`src/rtl/apb_pkg.sv`:
```
// Shared types for the APB master controller: FSM state encoding and
// response error codes.
package apb_pkg;

    typedef enum logic [1:0] {
        ST_IDLE   = 2'd0,
        ST_SETUP  = 2'd1,
        ST_ACCESS = 2'd2
    } apb_state_e;

    localparam logic [1:0] RSP_OK      = 2'b00;
    localparam logic [1:0] RSP_SLVERR  = 2'b01;
    localparam logic [1:0] RSP_TIMEOUT = 2'b10;

endpackage

```
`src/rtl/apb_master_ctrl_if.sv`:
```
// Command/response side plus APB bus of the master controller in one bundle;
// "master" is the controller view, "slave" is the view of whoever drives it.
interface apb_master_ctrl_if #(
    parameter int ADDR_W = 32,
    parameter int DATA_W = 32
);
    localparam int STRB_W = DATA_W / 8;

    logic              cmd_valid;
    logic              cmd_ready;
    logic              cmd_write;
    logic [ADDR_W-1:0] cmd_addr;
    logic [DATA_W-1:0] cmd_wdata;
    logic [STRB_W-1:0] cmd_strb;

    logic              rsp_valid;
    logic [DATA_W-1:0] rsp_rdata;
    logic [1:0]        rsp_err;

    logic              PSEL;
    logic              PENABLE;
    logic              PWRITE;
    logic [ADDR_W-1:0] PADDR;
    logic [DATA_W-1:0] PWDATA;
    logic [STRB_W-1:0] PSTRB;
    logic              PREADY;
    logic              PSLVERR;
    logic [DATA_W-1:0] PRDATA;

    modport master (
        input  cmd_valid, cmd_write, cmd_addr, cmd_wdata, cmd_strb,
        input  PREADY, PSLVERR, PRDATA,
        output cmd_ready, rsp_valid, rsp_rdata, rsp_err,
        output PSEL, PENABLE, PWRITE, PADDR, PWDATA, PSTRB
    );

    modport slave (
        output cmd_valid, cmd_write, cmd_addr, cmd_wdata, cmd_strb,
        output PREADY, PSLVERR, PRDATA,
        input  cmd_ready, rsp_valid, rsp_rdata, rsp_err,
        input  PSEL, PENABLE, PWRITE, PADDR, PWDATA, PSTRB
    );

endinterface

```
`src/rtl/apb_timeout_cnt.sv`:
```
// Saturating ACCESS-cycle counter; expired flags the cycle that is the
// TIMEOUT-th ACCESS cycle of the current transfer.
module apb_timeout_cnt #(
    parameter int TIMEOUT = 16
) (
    input  logic clk,
    input  logic rst_n,
    input  logic clear,
    input  logic enable,
    output logic expired
);

    generate
        if (TIMEOUT == 0) begin : g_off
            assign expired = 1'b0;
        end else begin : g_on
            localparam int             CW    = $clog2(TIMEOUT + 1);
            localparam logic [CW-1:0]  LIMIT = CW'(TIMEOUT);

            // count holds completed ACCESS cycles, so the current cycle is count+1
            logic [CW-1:0] count;

            always_ff @(posedge clk) begin
                if (!rst_n) begin
                    count <= '0;
                end else if (clear) begin
                    count <= '0;
                end else if (enable && (count != LIMIT)) begin
                    count <= count + CW'(1);
                end
            end

            assign expired = enable && (count >= (LIMIT - CW'(1)));
        end
    endgenerate

endmodule

```
`src/rtl/apb_master_ctrl.sv`:
```
// Single-outstanding APB master: accepts a command in IDLE, runs SETUP/ACCESS,
// and returns a one-cycle response with optional ACCESS timeout.
module apb_master_ctrl
    import apb_pkg::*;
#(
    parameter int ADDR_W  = 32,
    parameter int DATA_W  = 32,
    parameter int TIMEOUT = 16
) (
    input logic             PCLK,
    input logic             PRESETn,
    apb_master_ctrl_if.master bus
);

    localparam int STRB_W = DATA_W / 8;

    apb_state_e state_q;
    apb_state_e state_d;
    logic       accept;
    logic       expired;

    assign accept        = (state_q == ST_IDLE) && bus.cmd_valid;
    assign bus.cmd_ready = (state_q == ST_IDLE);
    assign bus.PSEL      = (state_q != ST_IDLE);
    assign bus.PENABLE   = (state_q == ST_ACCESS);

    apb_timeout_cnt #(
        .TIMEOUT (TIMEOUT)
    ) u_timeout (
        .clk     (PCLK),
        .rst_n   (PRESETn),
        .clear   (accept),
        .enable  (state_q == ST_ACCESS),
        .expired (expired)
    );

    always_comb begin
        // NOTE: default first so every path assigns state_d and no latch is inferred.
        state_d = state_q;
        case (state_q)
            ST_IDLE:   if (bus.cmd_valid) state_d = ST_SETUP;
            ST_SETUP:  state_d = ST_ACCESS;
            ST_ACCESS: if (bus.PREADY || expired) state_d = ST_IDLE;
            default:   state_d = ST_IDLE;
        endcase
    end

    // NOTE: non-blocking assignments so every register samples pre-edge values.
    always_ff @(posedge PCLK) begin
        if (!PRESETn) begin
            state_q       <= ST_IDLE;
            bus.PWRITE    <= 1'b0;
            bus.PADDR     <= '0;
            bus.PWDATA    <= '0;
            bus.PSTRB     <= '0;
            bus.rsp_valid <= 1'b0;
            bus.rsp_rdata <= '0;
            bus.rsp_err   <= RSP_OK;
        end else begin
            state_q       <= state_d;
            bus.rsp_valid <= 1'b0;

            if (accept) begin
                bus.PADDR  <= bus.cmd_addr;
                bus.PWRITE <= bus.cmd_write;
                if (bus.cmd_write) begin
                    bus.PWDATA <= bus.cmd_wdata;
                    bus.PSTRB  <= bus.cmd_strb;
                end else begin
                    bus.PSTRB  <= '0;
                end
            end

            // PREADY wins over an expiring count on the same edge
            if (state_q == ST_ACCESS) begin
                if (bus.PREADY) begin
                    bus.rsp_valid <= 1'b1;
                    bus.rsp_rdata <= bus.PWRITE ? '0 : bus.PRDATA;
                    bus.rsp_err   <= bus.PSLVERR ? RSP_SLVERR : RSP_OK;
                end else if (expired) begin
                    bus.rsp_valid <= 1'b1;
                    bus.rsp_rdata <= '0;
                    bus.rsp_err   <= RSP_TIMEOUT;
                end
            end
        end
    end

    logic unused_strb_w;
    assign unused_strb_w = (STRB_W == 0);

endmodule

```
`src/flat_wrapper.sv`:
```
// flat-port wrapper written by rule: the top's interface ports become plain ports
module apb_master_ctrl_flat import apb_pkg::*;
#(
    parameter int ADDR_W  = 32,
    parameter int DATA_W  = 32,
    parameter int TIMEOUT = 16
)
  (PCLK, PRESETn, bus_cmd_valid, bus_cmd_write, bus_cmd_addr, bus_cmd_wdata, bus_cmd_strb, bus_PREADY, bus_PSLVERR, bus_PRDATA, bus_cmd_ready, bus_rsp_valid, bus_rsp_rdata, bus_rsp_err, bus_PSEL, bus_PENABLE, bus_PWRITE, bus_PADDR, bus_PWDATA, bus_PSTRB);
  apb_master_ctrl_if #(.ADDR_W(ADDR_W), .DATA_W(DATA_W)) bus_i ();
  input logic PCLK;
  input logic PRESETn;
  input wire logic [$bits(bus_i.cmd_valid)-1:0] bus_cmd_valid;
  input wire logic [$bits(bus_i.cmd_write)-1:0] bus_cmd_write;
  input wire logic [$bits(bus_i.cmd_addr)-1:0] bus_cmd_addr;
  input wire logic [$bits(bus_i.cmd_wdata)-1:0] bus_cmd_wdata;
  input wire logic [$bits(bus_i.cmd_strb)-1:0] bus_cmd_strb;
  input wire logic [$bits(bus_i.PREADY)-1:0] bus_PREADY;
  input wire logic [$bits(bus_i.PSLVERR)-1:0] bus_PSLVERR;
  input wire logic [$bits(bus_i.PRDATA)-1:0] bus_PRDATA;
  output wire logic [$bits(bus_i.cmd_ready)-1:0] bus_cmd_ready;
  output wire logic [$bits(bus_i.rsp_valid)-1:0] bus_rsp_valid;
  output wire logic [$bits(bus_i.rsp_rdata)-1:0] bus_rsp_rdata;
  output wire logic [$bits(bus_i.rsp_err)-1:0] bus_rsp_err;
  output wire logic [$bits(bus_i.PSEL)-1:0] bus_PSEL;
  output wire logic [$bits(bus_i.PENABLE)-1:0] bus_PENABLE;
  output wire logic [$bits(bus_i.PWRITE)-1:0] bus_PWRITE;
  output wire logic [$bits(bus_i.PADDR)-1:0] bus_PADDR;
  output wire logic [$bits(bus_i.PWDATA)-1:0] bus_PWDATA;
  output wire logic [$bits(bus_i.PSTRB)-1:0] bus_PSTRB;
  assign bus_i.cmd_valid = bus_cmd_valid;
  assign bus_i.cmd_write = bus_cmd_write;
  assign bus_i.cmd_addr = bus_cmd_addr;
  assign bus_i.cmd_wdata = bus_cmd_wdata;
  assign bus_i.cmd_strb = bus_cmd_strb;
  assign bus_i.PREADY = bus_PREADY;
  assign bus_i.PSLVERR = bus_PSLVERR;
  assign bus_i.PRDATA = bus_PRDATA;
  assign bus_cmd_ready = bus_i.cmd_ready;
  assign bus_rsp_valid = bus_i.rsp_valid;
  assign bus_rsp_rdata = bus_i.rsp_rdata;
  assign bus_rsp_err = bus_i.rsp_err;
  assign bus_PSEL = bus_i.PSEL;
  assign bus_PENABLE = bus_i.PENABLE;
  assign bus_PWRITE = bus_i.PWRITE;
  assign bus_PADDR = bus_i.PADDR;
  assign bus_PWDATA = bus_i.PWDATA;
  assign bus_PSTRB = bus_i.PSTRB;
  apb_master_ctrl #(.ADDR_W(ADDR_W), .DATA_W(DATA_W), .TIMEOUT(TIMEOUT)) u_core (.PCLK(PCLK), .PRESETn(PRESETn), .bus(bus_i));
endmodule
```
`config.mk`:
```
export PLATFORM = sky130hd
export DESIGN_NAME = apb_master_ctrl_flat
export DESIGN_NICKNAME = d
export VERILOG_FILES = /design/src/rtl/apb_pkg.sv /design/src/rtl/apb_master_ctrl_if.sv /design/src/rtl/apb_timeout_cnt.sv /design/src/rtl/apb_master_ctrl.sv /design/src/flat_wrapper.sv
export SDC_FILE = /design/constraint.sdc
export NUM_CORES = 1
export LEC_CHECK = 0
export CAP_MARGIN = 20
export CORE_MARGIN = 2
export CORE_UTILIZATION = 35
export DETAILED_ROUTE_END_ITERATION = 8
export HOLD_SLACK_MARGIN = 0.06
export PLACE_DENSITY_LB_ADDON = 0.1
export REMOVE_ABC_BUFFERS = 1
export SYNTH_ARGS = -nofsm -noshare
export SYNTH_HDL_FRONTEND = slang
export SYNTH_SLANG_ARGS = --single-unit
export TNS_END_PERCENT = 100
```
`constraint.sdc`:
```
create_clock -name PCLK -period 1.75 [get_ports PCLK]
set_input_delay 0.2625 -clock PCLK [delete_from_list [all_inputs] [get_ports PCLK]]
set_output_delay 0.2625 -clock PCLK [all_outputs]
set_load 0.02 [all_outputs]
```
==> results of run 1 <==
[path summary, 6_finish.rpt]
check                                                            startpoint                               endpoint  slack [ns]
worst max-delay path            u_core.u_timeout.g_on.count[0]$_SDFFE_PP0P_  u_core.bus.rsp_rdata[24]$_SDFFE_PN0P_        0.08
worst min-delay path                     u_core.bus.PWDATA[28]$_SDFFE_PN0P_     u_core.bus.PWDATA[28]$_SDFFE_PN0P_        0.45
worst max register to register  u_core.u_timeout.g_on.count[0]$_SDFFE_PP0P_  u_core.bus.rsp_rdata[24]$_SDFFE_PN0P_        0.08
worst min register to register           u_core.bus.PWDATA[28]$_SDFFE_PN0P_     u_core.bus.PWDATA[28]$_SDFFE_PN0P_        0.45
[area by class of cell]
| cell class | count | area, um2 |
|---|---|---|
| clock inverters | 4 | 35.03 |
| clock buffers | 12 | 256.5 |
| multi-input cells | 282 | 1534 |
| fillers | 1015 | 4382 |
| repair buffers | 231 | 2349 |
| flip-flops and latches | 111 | 2222 |
| inverters | 8 | 30.03 |
| well taps | 140 | 175.2 |
[Yosys cell counts, drive strengths merged (2+ instances only)]
cell    instances
a21oi          75
a32o           32
buf            25
clkbuf          9
dfxtp         111
ha              3
inv             8
nand2         134
nand2b          2
nand3          10
nor2            5
o21ai           4
[registers in the layout, summed over array words and instances, names as in the netlist]
signal	flops
u_core.bus.rsp_rdata	32
u_core.u_timeout.g_on.count	5
u_core.state_q	2
u_core.bus.PWDATA	32
u_core.bus.rsp_valid	1
u_core.bus.PADDR	32
u_core.bus.PWRITE	1
u_core.bus.PSTRB	4
u_core.bus.rsp_err	2
[power by group through the flow]
stage,combinational (mW),clock (mW),sequential (mW)
2_1_floorplan,0.225,0,2.87
6_report,0.946,1.97,2.69
3_3_place_gp,0.948,0,2.74
5_1_grt,1.02,2.12,2.70
4_1_cts,0.958,2.02,2.69
3_5_place_dp,0.957,0,2.75
[cell usage in the layout, fill, tap and decap left out, drive strengths merged, types with 2 or more instances in the layout]
cell type	instances
nand2	134
ha	3
clkdlybuf4s50	209
o21ai	4
nand3	10
dlygate4sd2	3
clkbuf	12
nor2	5
a32o	32
a21oi	75
inv	11
buf	19
nand2b	2
dfxtp	111
[kinds of logic (layout without fill, tap and decap cells)]
kind of cell	after synthesis	count (layout)	synth area share, %
buffers and inverters	42	255	6.163
AND/OR/NAND/NOR	164	164	18.18
adder cells (fa/ha/maj)	3	3	0.9435
AO/OA/AOI/OAI	115	115	18.87
flip-flops	111	111	55.85
[routing by layer]
layer  global-route usage, %  part of all wire, %
met1                   21.41                   43
met4                   5.833                  1.5
met3                   6.476                  8.2
met2                   31.08                   48
met5                       0                    0
[repair_timing]
action,in CTS,in global routing
endpoints found under the hold margin,0,0
setup buffers,0,0
pin swaps,0,0
resized for setup,3,2
setup endpoints to repair,3,32
[critical path, cell delays in order, from the launching register on]
cell                      delay (ns)
sky130_fd_sc_hd__dfxtp_1        0.33
sky130_fd_sc_hd__ha_1           0.18
sky130_fd_sc_hd__and3_1         0.16
sky130_fd_sc_hd__ha_2           0.18
sky130_fd_sc_hd__nor3_2         0.04
sky130_fd_sc_hd__a21o_2         0.24
sky130_fd_sc_hd__buf_12         0.16
sky130_fd_sc_hd__a32o_1         0.26
==> metrics.txt, run 1 <==
maximum buffer depth of the clock tree=2; P&R area growth vs syn=65.91%; Hold/Removal Path Class=reg2reg; clock network power share=35.1%; average wire per standard cell=14.39 um; upper clock frequency limit=roughly 600 MHz; switching power of the nets=1.394 mW; CTS tree=yes; flop and latch count out of synthesis=between 100 and 150; initial antenna violation count=0; post-layout instance count excluding filler cells=788; end-of-flow core utilization=60.10%; vias in the first global route=3829; standard cell area after detailed placement=6306 um2; Data required, critical path=1.97 ns; Site Rows=38; worst hold stages=2; final critical delay including setup and external delays=between 1.5 and 2 ns; critical path capture point type=flop; tightest hold margin=0.4539 ns; combinational share of power=16.9%; wire length of the first global-routing pass=18570 um; least setup slack across all paths after layout=0.07847 ns; Yosys warning total=0; largest fanout of any net on the critical path=25; number of buffers added on ports=212; tightest slew margin relative to the limit=about four fifths; Inserted Diodes=0; maximum capacitance violations=0; layout net count=about 750; number of cell instances on the worst register-to-register path=7; vias per std cell=4.836; final weighted congestion in routability-driven placement=0.7567; initial drt markers=between 100 and 150; total count of max-transition violations in the final report=0; area of all placed cells without fillers=6601 um2; peak ir drop on the vdd network=between 0.4 and 0.5 mV; worst clock skew=0.01050 ns; Die Height=between 100 and 150 um; CP Class=reg2reg; launching element type of the critical path=flop; count of distinct cell types in the synthesized netlist=33; CTS H-tree lvls=3; DIE WIDTH=approximately 110 um; Final period util=95.52%; relative contribution of sequential cells to total power=a little under half; final setup violation count=0; register clock-pin slew on the reported worst setup and hold paths=0.07 ns; power per unit of standard cell area=848.6 nW/um2; starting density of the core=between 30 and 40%; Data arrival, critical path=between 1.5 and 2 ns; share of synthesized flip-flops with an asynchronous set or reset=0%; part of the Yosys area used for sequential elements=55.85%; Internal Pwr Total=4.208 mW; worst setup timing slack at the placement stage=0.008400 ns; share of post-route cells with drive strength above 1=6.944%; ys flop type=sky130_fd_sc_hd__dfxtp_1; hold violation total from the final report=0; synthesized area per cell=9.147 um2; setup repair after global routing missed its margin=no; remaining routing DRC violations=0; IO Count=213; Die Area=12240 um2; final sum of negative setup slack=0 ns; dominant cell type by area after synthesis=sky130_fd_sc_hd__dfxtp_1; clock buffer count from CTS=9; clk sinks=about 110; quantity of hold-fixing buffers added after cts=0; detailed placement HPWL=8226 um; slew at the pin with the worst max-slew slack=0.3282 ns; global-route usage over all layers=18.23%; Sw Share=24.88%; Inst Count DP=772; dominant cells by area after synthesis=sky130_fd_sc_hd__dfxtp_1 (56%), sky130_fd_sc_hd__nand2_1 (13%), sky130_fd_sc_hd__a21oi_1 (9.4%); Leakage Power=between 2 and 2.5 nW; Initial DRT Pass Iterations=4; largest net degree at the start of global routing=between 50 and 60; via count=~3800; total core area=10980 um2; Post-Syn Area=3979 um2; share of Yosys cell area claimed by the top area cell type=55.85%; CTS root buffer=sky130_fd_sc_hd__clkbuf_16; final total power=between 5 and 6 mW; drt total wl=11340 um; EDFF count, synth=0; Cells after Synth=435; count of nets left with antenna violations after detail routing=0; worst-skew pair later-pin latency=about 0.33 ns; result of the run=finished clean; final global-route overflow total=0
Note: power is estimated with default switching activity, not from simulation.
==> inputs of run 2 (changes only) <==
Settings changed: CORE_MARGIN 2 to 4.
==> metrics.txt, run 2 (synthesis results as in run 1) <==
result of the run=finished clean; Data required, critical path=1.98 ns; Hold/Removal Path Class=reg2reg; via count=3809; Final period util=96.34%; average wire per standard cell=roughly 15 um; final weighted congestion in routability-driven placement=0.7706; standard cell area after detailed placement=between 6000 and 7000 um2; Die Area=13140 um2; maximum buffer depth of the clock tree=2; total count of max-transition violations in the final report=0; final sum of negative setup slack=0 ns; slew at the pin with the worst max-slew slack=0.3495 ns; launching element type of the critical path=flop; P&R area growth vs syn=65.22%; delay of the slowest cell on the worst path=0.33 ns; initial drt markers=between 150 and 200; top routing layer in use=met4; worst clock skew=between 0.006 and 0.007 ns; commonest cells after routing, fill and taps aside=sky130_fd_sc_hd__clkdlybuf4s50_1 (209), sky130_fd_sc_hd__nand2_1 (134), sky130_fd_sc_hd__dfxtp_1 (108); buffers inserted during post-CTS setup optimization=0; final global-route overflow total=0; least setup slack across all paths after layout=~0.064 ns; critical path capture point type=flop; Data arrival, critical path=1.91 ns; final critical delay including setup and external delays=1.686 ns; worst hold start=u_core.bus.PSTRB[3]$_SDFFE_PN0P_; tightest slew margin relative to the limit=roughly three quarters; CTS tree=yes; area of all placed cells without fillers=6574 um2; register clock-pin slew on the reported worst setup and hold paths=0.07 ns; maximum capacitance violations=0; final total power=~5.5 mW; Routed met3 length=1161 um; remaining routing DRC violations=0; layout net count=751; hold violation total from the final report=0; detailed-route wire length on metal 1=4836 um; setup repair after global routing missed its margin=no; initial antenna violation count=0; Inst Count DP=slightly below 800; vias per std cell=between 4 and 5; clock buffer count from CTS=9; critical path buffer and inverter count=1; CP Class=reg2reg; slowest stage cell on the critical path=sky130_fd_sc_hd__dfxtp_2; global-route usage over all layers=17.90%; starting density of the core=about 36%; CP Launch Point=u_core.u_timeout.g_on.count[0]$_SDFFE_PP0P_; largest fanout of any net on the critical path=33; power per unit of standard cell area=841.6 nW/um2; Inserted Diodes=0; upper clock frequency limit=593.2 MHz; Site Rows=38; Critical Path Most Common Cell=sky130_fd_sc_hd__ha_2; Detail Route met2 WL=5628 um; Critical Path, Cell by Cell=ha_2 > and3_1 > ha_2 > nor3_2 > a21o_2 > buf_12 > a32o_1; commonest non-fill, non-tap cell in the layout=sky130_fd_sc_hd__clkdlybuf4s50_1; post-layout instance count excluding filler cells=787; kind of cell adding the most delay to the critical path=compound AO/OA/AOI/OAI gates; number of buffers added on ports=212; largest registers=u_core.bus.PADDR: 32 flops, u_core.bus.PWDATA: 32 flops, u_core.bus.rsp_rdata: 32 flops; CTS root buffer=sky130_fd_sc_hd__clkbuf_16; wire length of the first global-routing pass=18800 um; Die Height=114.6 um; CTS H-tree lvls=3; tightest hold margin=0.4523 ns; count of nets left with antenna violations after detail routing=0; peak ir drop on the vdd network=between 0.6 and 0.7 mV; drt total wl=11910 um; end-of-flow core utilization=59.85%; Leakage Power=2.378 nW; final setup violation count=0; vias in the first global route=between 3000 and 4000; detailed placement HPWL=slightly below 9000 um; DIE WIDTH=114.6 um; Initial DRT Pass Iterations=4; worst setup timing slack at the placement stage=0.01412 ns; Fillers=1013; setup slack of the most critical reg-to-reg path=about 0.064 ns; clk sinks=111; share of post-route cells with drive strength above 1=just over 7%; beginning of the worst register-to-register path=u_core.u_timeout.g_on.count[0]$_SDFFE_PP0P_; IO Count=213; largest net degree at the start of global routing=74; worst-skew pair later-pin latency=0.34 ns; total core area=10980 um2
## run 2: cell count changes in the layout (fill, tap and decap cells not counted), sizes merged
cell      delta
clkbuf       +1
inv          -3
clkinvlp     +1
clkinv       +1
buf          -1
## run 2: metal layers
layer  up-vias  track usage [%]
li1       1906                -
met5         -                0
met1      1731            20.16
met2       152            30.03
met3        20            6.765
met4         0            7.997
## run 2: worst paths after layout
check                                                        endpoint  cells after the start
worst max-delay path            u_core.bus.rsp_rdata[27]$_SDFFE_PN0P_                      7
worst min-delay path                 u_core.bus.PSTRB[3]$_SDFFE_PN0P_                      2
worst max register to register  u_core.bus.rsp_rdata[27]$_SDFFE_PN0P_                      7
worst min register to register       u_core.bus.PSTRB[3]$_SDFFE_PN0P_                      2
## run 2: area by class of cell
cell class	instances	area (um2)	share of cell area [%]
clock buffer	13	260.3	3.959
clock inverter	3	17.52	0.2665
inverter	8	30.03	0.4568
multi-input combinational	282	1536	23.37
sequential	111	2226	33.86
tap	140	175.2	2.665
timing repair buffer	230	2328	35.42
## run 2: power by group
| part | internal, mW | switching, mW | total [mW] | leakage (nW) |
|---|---|---|---|---|
| clock network | 1.04 | 0.859 | 1.90 | 0.136 |
| registers | 2.63 | 0.0589 | 2.69 | 0.905 |
| logic | 0.507 | 0.433 | 0.940 | 1.34 |
| total | 4.18 | 1.35 | 5.53 | 2.38 |
## run 2: worst register-to-register path: cells and delay by family (launching register included)
family / cells / cell delay [ns]
AND/OR/NAND/NOR: 2 / 0.22
flip-flops: 1 / 0.33
AO/OA/AOI/OAI: 2 / 0.50
adder cells (fa/ha/maj): 2 / 0.36
buffers and inverters: 1 / 0.16
## run 2: repair_timing
item | CTS | global route
endpoints found under the setup margin | 3 | 32
hold buffers | 0 | 0
gates resized for setup | 4 | 5
